File: src/rtl/if_id_elastic.sv
// Elastic IF/ID pipeline register: a main entry driving decode plus one skid entry,
// so up_ready_o depends only on registered state. Adds flush, start gating and perf counters.
module if_id_elastic #(
    parameter int                  INST_W      = 32,
    parameter int                  PC_W        = 32,
    parameter int                  CNT_W       = 16,
    parameter logic [INST_W-1:0]   BUBBLE_INST = '0
) (
    input  logic              clk_i,
    input  logic              rst_i,
    input  logic              start_i,
    input  logic              flush_i,
    input  logic              up_valid_i,
    output logic              up_ready_o,
    input  logic [INST_W-1:0] inst_i,
    input  logic [PC_W-1:0]   PC_i,
    output logic              dn_valid_o,
    input  logic              dn_ready_i,
    output logic [INST_W-1:0] inst_o,
    output logic [PC_W-1:0]   PC_o,
    output logic [CNT_W-1:0]  stall_cnt_o,
    output logic [CNT_W-1:0]  flush_cnt_o
);

    typedef enum logic [1:0] {
        EMPTY = 2'd0,
        ONE   = 2'd1,
        TWO   = 2'd2
    } state_t;

    state_t              state, state_nxt;
    logic [INST_W-1:0]   main_inst, skid_inst;
    logic [PC_W-1:0]     main_pc, skid_pc;
    logic [CNT_W-1:0]    stall_cnt, flush_cnt;

    logic up_fire, dn_fire;
    logic ld_main_in, ld_main_skid, ld_skid, to_bubble;
    logic stall_inc, flush_inc;

    // rst_i keeps up_ready_o low while reset is held, even though EMPTY would allow it.
    assign up_ready_o = rst_i & start_i & (state != TWO);
    assign dn_valid_o = start_i & (state != EMPTY);
    assign up_fire    = up_valid_i & up_ready_o;
    assign dn_fire    = dn_valid_o & dn_ready_i;

    assign stall_inc  = dn_valid_o & ~dn_ready_i;
    assign flush_inc  = start_i & flush_i;

    assign inst_o      = main_inst;
    assign PC_o        = main_pc;
    assign stall_cnt_o = stall_cnt;
    assign flush_cnt_o = flush_cnt;

    always_comb begin
        // NOTE: every output of this block gets a default first, so no path can infer a latch.
        state_nxt    = state;
        ld_main_in   = 1'b0;
        ld_main_skid = 1'b0;
        ld_skid      = 1'b0;
        to_bubble    = 1'b0;
        if (start_i) begin
            if (flush_i) begin
                state_nxt = EMPTY;
                to_bubble = 1'b1;
            end else begin
                unique case (state)
                    EMPTY: if (up_fire) begin
                        ld_main_in = 1'b1;
                        state_nxt  = ONE;
                    end
                    ONE: if (up_fire && dn_fire) begin
                        ld_main_in = 1'b1;
                    end else if (up_fire) begin
                        ld_skid   = 1'b1;
                        state_nxt = TWO;
                    end else if (dn_fire) begin
                        to_bubble = 1'b1;
                        state_nxt = EMPTY;
                    end
                    TWO: if (dn_fire) begin
                        ld_main_skid = 1'b1;
                        state_nxt    = ONE;
                    end
                    default: state_nxt = EMPTY;
                endcase
            end
        end
    end

    // NOTE: sequential state uses non-blocking assignments so all registers update together.
    always_ff @(posedge clk_i or negedge rst_i) begin
        if (!rst_i) begin
            state <= EMPTY;
        end else begin
            state <= state_nxt;
        end
    end

    // NOTE: the two entries are plain registers, so resetting them is cheap and keeps X out of PC_o.
    always_ff @(posedge clk_i or negedge rst_i) begin
        if (!rst_i) begin
            main_inst <= '0;
            main_pc   <= '0;
            skid_inst <= '0;
            skid_pc   <= '0;
        end else begin
            if (ld_main_in) begin
                main_inst <= inst_i;
                main_pc   <= PC_i;
            end else if (ld_main_skid) begin
                main_inst <= skid_inst;
                main_pc   <= skid_pc;
            end else if (to_bubble) begin
                main_inst <= BUBBLE_INST;
            end
            if (ld_skid) begin
                skid_inst <= inst_i;
                skid_pc   <= PC_i;
            end
        end
    end

    // Both counters saturate at all-ones instead of wrapping.
    always_ff @(posedge clk_i or negedge rst_i) begin
        if (!rst_i) begin
            stall_cnt <= '0;
            flush_cnt <= '0;
        end else begin
            if (stall_inc && (stall_cnt != '1)) stall_cnt <= stall_cnt + 1'b1;
            if (flush_inc && (flush_cnt != '1)) flush_cnt <= flush_cnt + 1'b1;
        end
    end

endmodule

File: config.mk
export PLATFORM = sky130hd
export DESIGN_NAME = if_id_elastic
export DESIGN_NICKNAME = d
export VERILOG_FILES = /design/src/rtl/if_id_elastic.sv
export SDC_FILE = /design/constraint.sdc
export NUM_CORES = 1
export LEC_CHECK = 0
export BUFFER_PORTS_ARGS = -buffer_cell sky130_fd_sc_hd__buf_2
export CORE_AREA = 2 2 121 123
export DETAILED_ROUTE_END_ITERATION = 6
export DIE_AREA = 0 0 123 125
export PLACE_DENSITY = 0.74
export RECOVER_POWER = 100
export SLEW_MARGIN = 20
export SYNTH_ARGS = -nofsm -noshare
export SYNTH_HDL_FRONTEND = slang
export SYNTH_SLANG_ARGS = --single-unit
File: constraint.sdc
create_clock -name clk_i -period 2.3 [get_ports clk_i]
set_input_delay 0 -clock clk_i [delete_from_list [all_inputs] [get_ports clk_i]]
set_output_delay 0 -clock clk_i [all_outputs]
set_load 0.05 [all_outputs]
# Word level (Yosys, flattened, before mapping)
# Cells that the tools add are included.
totals:
  ff_bits: 162
  latch_bits: 0
  mem_bits_rw: 0
  romBits: 0
  out_inout_bits: 98
  memories: 0
classes:
  add_sub_neg: 2
  multipliers: 0
  div: 0
  magnitude_cmp: 0
  eq_ne: 9
  shift: 0
  mux: 30
  n_bitwise: 8
  n_reduce_logical: 8
op_table:
  columns: ["op", "n"]
  rows:
  - ["$mux 32", 5]
  - ["$add 16x1->16 const B", 2]
  - ["$ne 16x16->1 const B", 2]
  - ["$mux 1", 17]
  - ["$mux 2", 6]
  - ["$ne 3x3->1 const B", 3]
  - ["$and 1x1->1", 7]
  - ["$pmux 2 s3", 1]
  - ["$reduce_and 5->1", 1]
  - ["$ne 4x4->1 const B", 1]
  - ["$reduce_bool 2->1", 2]
  - ["$logic_and 1x1->1", 3]
  - ["$reduce_bool 3->1", 1]
  - ["$eq 2x1->1 const B", 1]
  - ["$eq 2x2->1 const B", 1]
  - ["$logic_not 2->1", 1]
  - ["$ne 2x2->1 const B", 1]
  - ["$pmux 1 s2", 1]
  - ["$not 1->1", 1]

# Depth between registers and ports, before layout
depth:
  word_depth: 12
  mapped_depth: 7
  depth_no_buf: 5

# Worst setup path after synthesis
# Ideal clock, no wire load.
synth_timing:
  path_type: "register to register"
  startpoint: "register stall_cnt[0], in the netlist stall_cnt_o[0]"
  endpoint: "register stall_cnt[1], in the netlist stall_cnt_o[1]"
  setup_ns: 0.125
  arrival_time_ns: 2.184
  required_ns: 2.175
  setup_slack_ns: -0.009
  path_stages_with_launch: 7
  path_buffers: 1
  path_cell_list: "dfrtp_1 ha_1 nand2_1 or4_1 clkbuf_1 o21ai_1 mux2_2"
synth_between:
  elab_chain_cells: 2
  word_cells_on_any_way: 3
  classes_between: "add/sub: 1; eq/ne: 1; reduce/logical: 1"
synth_rtl:
  columns: ["item", "line_no", "text"]
  rows:
  - ["from (decl)", "34", "logic [CNT_W-1:0] stall_cnt, flush_cnt;"]
  - ["from (signal assigned)", "129", "if (stall_inc && (stall_cnt != '1)) stall_cnt <= stall_cnt + 1'b1;"]
  - ["branches (longest 2 deep; another with $add 16x1->16)", null, null]
# Several ways; the timed one is not identified.
# A chain may end at the register's enable or synchronous reset.

# Final worst setup path
layout_timing:
  startpoint: "register stall_cnt[1], in the netlist stall_cnt_o[1]"
  endpoint: "register stall_cnt[1], in the netlist stall_cnt_o[1]"
# Same word-level chain as after synthesis.

==> flow_summary.yaml <==
power:
  ir_drop_mv: 0.555
  p_leak_nw: 4.39
  pwr-share-comb_pct: 22.0
  intPower_mw: 5.66
  total_power_mw: 8.39
  switching_power_mw: 2.73
  swShare_pct: 32.6
  p_seq_share_pct: 42.7
  power.share.clock_pct: 35.2
  powerDensity_nw_per_um2: 921
yosys:
  synth_top_area_share_pct: 58.6
  synthFlopType: "dfrtp_1"
  ys_warn_count: 0
  async_flop_share_pct: 100
  synth_top_family_by_area: "compound AO/OA/AOI/OAI gates"
  synth_edf_count: 0
  synth_common_cells: "dfrtp_1, mux2_2, inv_1"
  ys_seq_area_share_pct: 58.6
  synth_fp_nets: 632
  synth.area.mux_share_pct: 11.1
  yosysMostFrequentCell: "dfrtp_1"
  netlist_area_sq_um: 6920
  avgSynthCellArea_sq_um: 12.4
  synthAdderAreaFrac_pct: 0.362
  synth_xor_area_share_pct: 3.67
  synth_area_leader_cell: "dfrtp_1"
  ys_types: 42
  synthSimpleGateAreaFrac_pct: 6.71
  synth_cells: 560
  synth.area.top_cells: "dfrtp_1, mux2_2, a22o_1, a21o_1, a22oi_1"
  synth_compound_area_share_pct: 15.3
  synth_seq_cells: 162
cts:
  ctsResizeCount: 0
  cts_root_buf: "clkbuf_16"
  htreeDepth: 4
  post_cts_buffers: 0
  cts_buffers: 17
  postCtsHoldBufs: 68
  clk_latency_ns: 0.42
  cts.sinks: 162
  cts.path.max_buffers: 2
  clk_transition_reported_paths_ns: 0.06
  cts_tree: "built"
floorplan:
  io_pins: 168
  die_x_um: 123
  rows: 44
  coreArea_sq_um: 14200
  dieArea_sq_um: 15400
  initial_utilization_pct: 48.7
  die_h_um: 125
setup_path:
  start_kind: "register"
  rrSetupSlack_ns: 0.17
  critPathKind: "register to register"
  path_max_fanout: 6
  cp.required_ns: 2.60
  endpoint: "stall_cnt_o[1]"
  end_kind: "register"
  crit_path_start: "stall_cnt_o[1]"
  ff2ff_path_depth: 5
  r2r-end: "stall_cnt_o[1]"
  crit_arrival_ns: 2.43
  r2r_start: "stall_cnt_o[1]"
timing:
  rsz0062_at_grt: "false"
  max_slew_margin_pct: 30.2
  setup_viol: 0
  worst_slew_pin_slew_ns: 1.05
  hold_violations: 0
  slew_violations: 0
  post-route-min-period_ns: 2.13
  max_clock_freq_mhz: 470
  tns_ns: 0
  hold_slack_ns: 0.0728
  clock-skew-final_ns: 0.0100
  final.period_utilization_pct: 92.5
global_routing:
  grtUsageTotal_pct: 23.0
  grt_pass1_wl_um: 27800
  antenna_found_initial: 1
  grt-ovfl-total: 0
  grt_pass1_vias: 5739
  grt_max_degree: 84
flow_run:
  drv_cap: 0
min_path:
  hp-class: "primary input to register"
placement:
  io_buffers: 167
  hpwlAfterDp_um: 10400
  place_congestion: 0.880
  dp.cells: 889
detailed_routing:
  ant_nets: 0
  drt-total-wl_um: 16900
  dr.pass1.iters: 5
  drtIter0Drc: 316
  dr_total_vias: 5444
  vias_per_cell: 5.51
  wl_per_cell_um: 17.1
  drc: 0
run_status:
  outcome: "finished, final reports clean"
layout:
  finalNetCount: 864
  drive_gt1_share_pct: 22.9
  final_cells: 988
  area_growth_pct: 31.7
==> logic make-up (layout without fill, tap and decap cells) <==
| family | count (synthesis) | in the layout |
|---|---|---|
| other | 0 | 1 |
| adder cells (fa/ha/maj) | 2 | 2 |
| AND/OR/NAND/NOR | 84 | 84 |
| buffers and inverters | 68 | 311 |
| XOR/XNOR | 29 | 29 |
| AO/OA/AOI/OAI | 147 | 147 |
| flip-flops | 162 | 162 |
| multiplexers | 68 | 68 |
==> power by group through the flow <==
stage	combinational, mW	sequential, mW	clock, mW
final	1.85	3.59	2.96
after global routing	1.96	3.64	3.16
after CTS	1.93	3.57	3.01
after detailed placement	1.84	3.61	0
after global placement	1.80	3.58	0
after floorplan	0.483	4.40	0
==> cell usage in the layout (no fill, tap or decap), types with 13 or more instances in the layout <==
master / n
a21o_1: 32
a22o_1: 32
a22oi_1: 32
buf_2: 68
clkbuf_1: 99
clkbuf_16: 17
dfrtp_1: 161
dlygate4sd3_1: 68
inv_1: 34
mux2_2: 67
nand2_1: 18
nand3_1: 13
o21ai_0: 33
xnor2_1: 13
xor2_1: 16
==> through the flow <==
step / cell area (sq um) / utilization (%) / worst slack, ns
2_1_floorplan: 6920 / - / 0.00378
4_1_cts: 9270 / 65.3 / 0.109
6_report: 9110 / 64.1 / 0.173
3_5_place_dp: 7970 / 56.1 / 0.0828
3_3_place_gp: 7970 / 56.1 / 0.231
5_1_grt: 9110 / 64.1 / 0.0565
==> state kept, by name, indices dropped and copies added, names as in the netlist <==
signal       cells
flush_cnt_o     16
state            2
stall_cnt_o     16
skid_inst       32
inst_o          32
skid_pc         32
PC_o            32
==> area by class of cell <==
cell class | instances | area [sq um]
flip-flops and latches | 162 | 4060
diodes | 1 | 2.50
clock buffers | 20 | 457
fillers | 1150 | 5090
repair buffers | 246 | 1480
clock inverters | 10 | 159
well taps | 184 | 230
multi-input cells | 330 | 2600
inverters | 35 | 131
==> worst min-delay path by stage <==
stage          startpoint        to  slack (ns)  cells past startpoint
4_1_cts           start_i  state[0]        0.05                      4
3_5_place_dp        rst_i  state[0]       -0.21                      1
3_3_place_gp        rst_i  state[0]       -0.21                      1
5_1_grt           start_i  state[0]        0.09                      4
2_1_floorplan       rst_i   PC_o[0]       -0.30                      0
6_report          start_i  state[1]        0.07                      4
==> critical path, cell delays in order (launching register included) <==
cell and delay, ns:
dfrtp_1 0.44, ha_1 0.25, nand2_1 0.15, or4_1 0.55, o21ai_1 0.26, mux2_2 0.36
==> per-layer routing <==
layer	track usage, %	vias up	share of wire, %
li1	-	2487	-
met1	28.8	2718	41
met2	37.8	208	51
met3	6.39	31	5.5
met4	9.16	0	2.3
met5	0	-	0
Power figures use the tool's default switching activity.
